### src/rtl/uart_msg_gen.sv
// Character-stream generator: incrementing chars from START_CHAR, optional CR/LF, optional gap.
// Latency: first character valid one cycle after start is sampled; back-to-back when GAP_CYCLES=0.
// Backpressure: dvalid/data held stable until ready; the stream stalls and nothing is dropped.
module uart_msg_gen #(
  parameter int unsigned DATA_W      = 8,
  parameter int unsigned START_CHAR  = 8'h41,
  parameter int unsigned NUM_CHARS   = 26,
  parameter bit          APPEND_CRLF = 1'b1,
  parameter int unsigned GAP_CYCLES  = 0
) (
  input  logic              clk,
  input  logic              resetn,
  input  logic              start,
  input  logic              mode,
  input  logic              stop,
  input  logic              ready,
  output logic              dvalid,
  output logic [DATA_W-1:0] data,
  output logic              busy,
  output logic              done,
  output logic [7:0]        char_idx,
  output logic [15:0]       pass_cnt
);

  localparam logic [2:0] S_IDLE = 3'd0;
  localparam logic [2:0] S_CHAR = 3'd1;
  localparam logic [2:0] S_CR   = 3'd2;
  localparam logic [2:0] S_LF   = 3'd3;
  localparam logic [2:0] S_GAP  = 3'd4;

  localparam logic [DATA_W-1:0] START_W   = DATA_W'(START_CHAR);
  localparam logic [DATA_W-1:0] CR_W      = DATA_W'(8'h0D);
  localparam logic [DATA_W-1:0] LF_W      = DATA_W'(8'h0A);
  localparam logic [7:0]        LAST_IDX  = 8'(NUM_CHARS - 1);
  localparam logic [15:0]       GAP_LOAD  = (GAP_CYCLES > 0) ? 16'(GAP_CYCLES - 1) : 16'd0;
  localparam bit                USE_GAP   = (GAP_CYCLES > 0);

  logic [2:0]        state_q, state_d, nxt_q, nxt_d;
  logic [DATA_W-1:0] data_q, data_d;
  logic [7:0]        idx_q, idx_d;
  logic [15:0]       pass_q, pass_d, gap_q, gap_d;
  logic              mode_q, mode_d, stop_pend_q, stop_pend_d, done_q, done_d;

  logic              xfer, stop_now, last_char, final_item;
  logic [2:0]        succ_state;
  logic [DATA_W-1:0] succ_data;

  assign dvalid     = (state_q == S_CHAR) || (state_q == S_CR) || (state_q == S_LF);
  assign xfer       = dvalid && ready;
  assign stop_now   = stop || stop_pend_q;
  assign last_char  = (state_q == S_CHAR) && (idx_q == LAST_IDX);
  assign final_item = APPEND_CRLF ? (state_q == S_LF) : last_char;

  // Successor of the item currently presented; IDLE means the pass ends in single mode.
  always_comb begin
    succ_state = S_IDLE;
    succ_data  = '0;
    if (final_item) begin
      if (mode_q) begin
        succ_state = S_CHAR;
        succ_data  = START_W;
      end
    end else if (state_q == S_CHAR && last_char) begin
      succ_state = S_CR;
      succ_data  = CR_W;
    end else if (state_q == S_CHAR) begin
      succ_state = S_CHAR;
      succ_data  = START_W + DATA_W'(idx_q + 8'd1);
    end else if (state_q == S_CR) begin
      succ_state = S_LF;
      succ_data  = LF_W;
    end
  end

  // Next-state logic for sequencing, handshake, gap timing and stop handling.
  always_comb begin
    state_d     = state_q;
    nxt_d       = nxt_q;
    data_d      = data_q;
    idx_d       = idx_q;
    pass_d      = pass_q;
    gap_d       = gap_q;
    mode_d      = mode_q;
    stop_pend_d = stop_pend_q;
    done_d      = 1'b0;
    case (state_q)
      S_IDLE: begin
        if (start) begin
          state_d     = S_CHAR;
          data_d      = START_W;
          mode_d      = mode;
          idx_d       = 8'd0;
          stop_pend_d = 1'b0;
        end
      end
      S_CHAR, S_CR, S_LF: begin
        if (stop) stop_pend_d = 1'b1;
        if (xfer) begin
          if (state_q == S_CHAR) idx_d = idx_q + 8'd1;
          if (final_item) begin
            pass_d = pass_q + 16'd1;
            idx_d  = 8'd0;
          end
          if (stop_now) begin
            state_d     = S_IDLE;
            done_d      = 1'b1;
            idx_d       = 8'd0;
            stop_pend_d = 1'b0;
          end else if (USE_GAP) begin
            state_d = S_GAP;
            nxt_d   = succ_state;
            data_d  = succ_data;
            gap_d   = GAP_LOAD;
          end else begin
            state_d = succ_state;
            data_d  = succ_data;
            done_d  = (succ_state == S_IDLE);
          end
        end
      end
      S_GAP: begin
        if (stop_now) begin
          state_d     = S_IDLE;
          done_d      = 1'b1;
          idx_d       = 8'd0;
          stop_pend_d = 1'b0;
        end else if (gap_q == 16'd0) begin
          state_d = nxt_q;
          done_d  = (nxt_q == S_IDLE);
        end else begin
          gap_d = gap_q - 16'd1;
        end
      end
      default: state_d = S_IDLE;
    endcase
  end

  // State registers; reset aborts any pass with no done pulse.
  always_ff @(posedge clk or negedge resetn) begin
    if (!resetn) begin
      state_q     <= S_IDLE;
      nxt_q       <= S_IDLE;
      data_q      <= '0;
      idx_q       <= 8'd0;
      pass_q      <= 16'd0;
      gap_q       <= 16'd0;
      mode_q      <= 1'b0;
      stop_pend_q <= 1'b0;
      done_q      <= 1'b0;
    end else begin
      state_q     <= state_d;
      nxt_q       <= nxt_d;
      data_q      <= data_d;
      idx_q       <= idx_d;
      pass_q      <= pass_d;
      gap_q       <= gap_d;
      mode_q      <= mode_d;
      stop_pend_q <= stop_pend_d;
      done_q      <= done_d;
    end
  end

  assign data     = dvalid ? data_q : '0;
  assign busy     = (state_q != S_IDLE);
  assign done     = done_q;
  assign char_idx = idx_q;
  assign pass_cnt = pass_q;

  // A zero-length pass has no meaningful final item.
  a_num_chars: assert property (@(posedge clk) disable iff (!resetn)
    (NUM_CHARS >= 1 && NUM_CHARS <= 255));

endmodule

### config.mk
export PLATFORM = sky130hd
export DESIGN_NAME = uart_msg_gen
export DESIGN_NICKNAME = d
export VERILOG_FILES = /design/src/rtl/uart_msg_gen.sv
export SDC_FILE = /design/constraint.sdc
export NUM_CORES = 1
export LEC_CHECK = 0
export BUFFER_PORTS_ARGS = -buffer_cell sky130_fd_sc_hd__buf_2
export CAP_MARGIN = 30
export CORE_ASPECT_RATIO = 1.5
export CORE_UTILIZATION = 30
export DETAILED_ROUTE_END_ITERATION = 10
export SYNTH_ARGS = -nofsm -noshare
export SYNTH_HDL_FRONTEND = slang
export SYNTH_SLANG_ARGS = --single-unit
### constraint.sdc
create_clock -name clk -period 4.6 [get_ports clk]
set_input_delay 0.23 -clock clk [delete_from_list [all_inputs] [get_ports clk]]
set_output_delay 0.23 -clock clk [all_outputs]
set_load 0.01 [all_outputs]
## After elaboration in Yosys (flattened, before gate mapping)

Cells that the tools add are included.

| operators by class | value |
|---|---|
| equality and inequality tests | 11 |
| $add $sub $neg | 4 |
| bitwise logic cells | 2 |
| reductions and logical operators | 20 |
| multiplexer cells | 39 |

Operators by type and width:

| operator | number |
|---|---|
| $mux 8 | 13 |
| $pmux 8 s3 | 1 |
| $mux 3 | 6 |
| $add 16x1->16 const B | 1 |
| $logic_not 16->1 | 1 |
| $pmux 8 s2 | 1 |
| $sub 16x1->16 const B | 1 |
| $reduce_and 3->1 | 4 |
| $mux 1 | 10 |
| $pmux 3 s3 | 1 |
| $add 7x8->8 const A | 1 |
| $add 8x1->8 const B | 1 |
| $eq 8x5->1 const B | 1 |
| $ne 2x2->1 const B | 4 |
| $mux 7 | 1 |
| $eq 3x2->1 const B | 2 |
| $logic_not 3->1 | 2 |
| $mux 2 | 3 |
| $reduce_bool 3->1 | 2 |
| $reduce_and 5->1 | 1 |
| $mux 4 | 1 |
| $ne 4x4->1 const B | 1 |
| $reduce_and 4->1 | 1 |
| $eq 3x1->1 const B | 1 |
| 10 further kinds | 15 |

| word-level totals | value |
|---|---|
| flip-flop bits (word level) | 54 |
| logic and storage cells | 84 |

## Depth between registers and ports, before layout

| logic depth | value |
|---|---|
| word-level depth | 9 |
| depth in mapped cells | 8 |
| gate-level depth less buffers | 7 |

## Least setup slack after synthesis

OpenSTA, ideal clock, no wires.

| timing | value |
|---|---|
| kind | reg2reg |
| start point | register state_q[1] |
| end point | register state_q[0] |
| setup time | 0.121 ns |
| cell stages (with the launch flop) | 9 |
| slack | 2.333 ns |
| arrival | 2.146 ns |
| path through | dfrtp_1 inv_1 ha_1 buf_2 or4b_4 or4b_4 nand3b_1 a21boi_1 o22a_1 |

| on the way | value |
|---|---|
| word-level cells in the longest chain between the ends | 8 |
| elaborated cells on any way between the ends | 22 |

Ends and longest elaborated chain:

| element | RTL line | text |
|---|---|---|
| start: declaration | 38 | `logic [2:0] state_q, state_d, nxt_q, nxt_d;` |
| start signal: assignment | 151 | `state_q <= state_d;` |
| $eq 3x2->1 / $eq 3x1->1 (equally long branches) | n/a |  |
| $mux 2 / $logic_and 1x1->1 (equally long branches) | 69, 51 |  |
| $mux 2 / $logic_and 1x1->1 (equally long branches) | 66, 63 |  |
| $mux 2 | 63 | `end else if (state_q == S_CHAR && last_char) begin` |
| $mux 3 | 58 | `if (final_item) begin` |
| $mux 3 | 104 | `if (stop_now) begin` |
| $mux 3 | 98 | `if (xfer) begin` |
| $pmux 3 s3 | 86 | `case (state_q)` |

Parallel ways exist; a longest one is shown, timed or not. The select of a mux whose other input is x is not followed.
A chain may end at the register's enable or synchronous reset.

## Worst setup path after layout

Ends and elaborated chain as after synthesis.

==> flow_summary_export.csv <==
group,metric,value,unit
drt,drt_first_pass_iters,4,
sta,fin_crit,2.49,ns
drt,drtAntennaViolNets,0,
job,maxCapViolCount,0,
clocking,cts_hold_buf,0,
power,ir_drop,0.157,mV
setup_path,critical-path-top-delay-family,"simple AND/OR/NAND/NOR gates",
run_status,status,"finished, final reports clean",
placed_design,place.port_buffers,40,
setup_path,crit_buf_inv,1,
clocking,clock_path_buffers,2,
finish,seq_area,926,um2
floorplanning,core,0.00658,mm2
sta,setup_viol,0,
floorplanning,rows,36,
sta,relSlewSlack,0.438,
synthesis,ys_seq_elements,37,
clocking,clkTransAtPathRegs,0.08,ns
synthesis,synth.largest_area_cell,"dfrtp_1",
global_routing,grt.overflow.total,0,
synthesis,async_flop_share,1.00,
drt,drt_iter0_markers,73,
clocking,insertion_delay,0.29,ns
global_routing,grt_first_pass_wirelength,8040,um
power,p_per_area,393,mW/mm2
sta,max_clock_freq,401,MHz
drt,viasPerCell,5.10,
finish,antenna_cells,0,
placed_design,post_dp_cell_area,0.00232,mm2
floorplanning,dieHeight,104,um
sta,timing.final.max_slew_violations,0,
setup_path,worst_ep_required_time,4.79,ns
synthesis,ys_seq_area_frac,0.447,
setup_path,start_kind,"flop",
clocking,cts_buffers,5,
synthesis,synth.most_common_cell,"dfrtp_1",
global_routing,grt_max_degree,38,
synthesis,synth_nets,229,
placed_design,hpwl,3390,um
finish,drive_above_1_share,0.217,
synthesis,synth_top_area_frac,0.447,
synthesis,postSynthCellCount,214,
clocking,post-cts-setup-buffer-count,0,
synthesis,synth_common_cells,"dfrtp_1 (37), nand2_1 (23), xnor2_1 (16)",
setup_path,crit_path_max_incr_delay,0.56,ns
sta,finClkSkew,0.00834,ns
global_routing,antenna_found_initial,0,
floorplanning,dieArea,0.00725,mm2
sta,hold_viol,0,
setup_path,timing.rr.start,"state_q[1]",
finish,final_area,0.00244,mm2
setup_path,cp-end-kind,"flop",
drt,wire_per_inst,14.2,um
setup_path,critPathLaunch,"state_q[1]",
worst_hold_path,hold_path.class,"in -> async",
synthesis,syn_area,0.00207,mm2
finish,n_fill_cell,681,
setup_path,crit_path_top_delay_cell,"or4b_4",
placed_design,gp_congestion,0.877,
sta,min_period_over_period,0.542,
power,p_leak,1.16,nW
synthesis,synth_cell_types,45,
drt,totalWireLength,4670,um
setup_path,critical_path_arrival,2.68,ns
sta,rsz0062_at_grt,"no",
synthesis,synthTopCellsByArea,"dfrtp_1 (45%), xnor2_1 (6.8%), ha_1 (5.4%), nand2_1 (4.2%), o21ai_0 (2.9%)",
sta,finalSetupTns,0,ns
finish,multi_input_area,0.00108,mm2
sta,tightest_slew,0.843,ns
global_routing,grt_pass1_vias,1744,
global_routing,grt_use_total,0.136,
clocking,cts.sinks,37,
synthesis,ys_warn_count,0,
clocking,htreeDepth,2,
finish,final_nets,267,
floorplanning,dieWidth,69.9,um
clocking,cts_tree,"yes",
floorplanning,ioPinCount,41,
drt,drc,0,
synthesis,synth_edf_count,0,
synthesis,avgSynthCellArea,9.68,um2
drt,dr_total_vias,1677,
clocking,clockRootBuffer,"clkbuf_8",
floorplanning,start_util,0.315,
synthesis,ys.flop_type,"dfrtp_1",
setup_path,critPathKind,"reg -> reg",
setup_path,crit_chain,"inv_1, ha_1, or4b_4, or4b_4, nand3b_1, a21boi_1, o22a_1",
clocking,cts_resized,0,
finish,area_growth,17.6,%
setup_path,cp_common_cell,"or4b_4",
setup_path,path_max_fanout,9,
==> through the flow <==
stage	power, W	hold slack (ns)	util	std cells	worst slack [ns]
6_report	0.000957	0.0357	0.370	329	2.11
3_3_place_gp	0.000674	0.386	0.353	321	2.22
3_5_place_dp	0.000676	0.386	0.353	321	2.17
4_1_cts	0.000967	0.0613	0.370	329	2.14
2_1_floorplan	0.000595	-0.0656	-	214	2.33
5_1_grt	0.00102	0.101	0.370	329	1.97
==> state kept, by name (all words and copies together), names as in the netlist <==
| register | flops |
|---|---|
| mode_q | 1 |
| done | 1 |
| data_q | 8 |
| char_idx | 8 |
| state_q | 2 |
| pass_cnt | 16 |
| stop_pend_q | 1 |
==> cell usage in the layout (no fill, tap or decap), types with 8 or more instances in the layout <==
cell type / synthesis / final
a21oi_1: 8 / 8
buf_2: 1 / 40
dfrtp_1: 37 / 37
ha_1: 9 / 9
nand2_1: 23 / 23
nor2_1: 15 / 15
nor2b_1: 9 / 9
o21ai_0: 12 / 12
xnor2_1: 16 / 16
==> worst reg2reg max path: stages (launching register included) <==
cell and delay (ns):
dfrtp_1 0.44, inv_1 0.15, ha_1 0.34, or4b_4 0.52
or4b_4 0.56, nand3b_1 0.10, a21boi_1 0.07, o22a_1 0.21
==> cell type report <==
| cell class | count | area share |
|---|---|---|
| timing repair buffer | 40 | 0.0822 |
| multi-input combinational | 162 | 0.442 |
| inverter | 6 | 0.00924 |
| clock buffer | 5 | 0.0282 |
| clock inverter | 3 | 0.0190 |
| sequential | 37 | 0.380 |
| tap | 76 | 0.0390 |
==> power by group <==
group	total, W	internal, W	leakage (nW)	switching, W
Combinational	0.000273	0.000110	0.609	0.000163
Clock	0.000286	0.000162	0.0543	0.000124
Sequential	0.000397	0.000357	0.500	0.0000401
==> metal layers <==
layer / track usage / routed length (um) / up-vias
met5: 0 / 0 / -
met4: 0.0557 / 112 / 0
met3: 0.0282 / 170 / 10
met2: 0.249 / 2440 / 43
met1: 0.148 / 1940 / 801
li1: - / - / 823
==> kinds of logic after synthesis <==
family                     count (synthesis)  synth area share
adders and majority gates                  9            0.0543
muxes                                      3            0.0157
buffers and inverters                     15            0.0332
DFF                                       37             0.447
AOI/OAI and AO/OA                         44             0.133
and+or+nand+nor                           84             0.223
xor gates and xnor gates                  22            0.0930
==> path summary, 6_finish.rpt <==
kind                       cells after the start  slack (ns)           end
setup reg to reg                               7        2.11    state_q[0]
setup / recovery                               7        2.11    state_q[0]
min in group clk                               2        0.17    state_q[1]
hold / removal                                 1        0.04          done
max in group asynchronous                      1        4.03  pass_cnt[12]
hold reg to reg                                1        0.47  pass_cnt[15]
No activity file was read; power rests on OpenSTA's default activity.
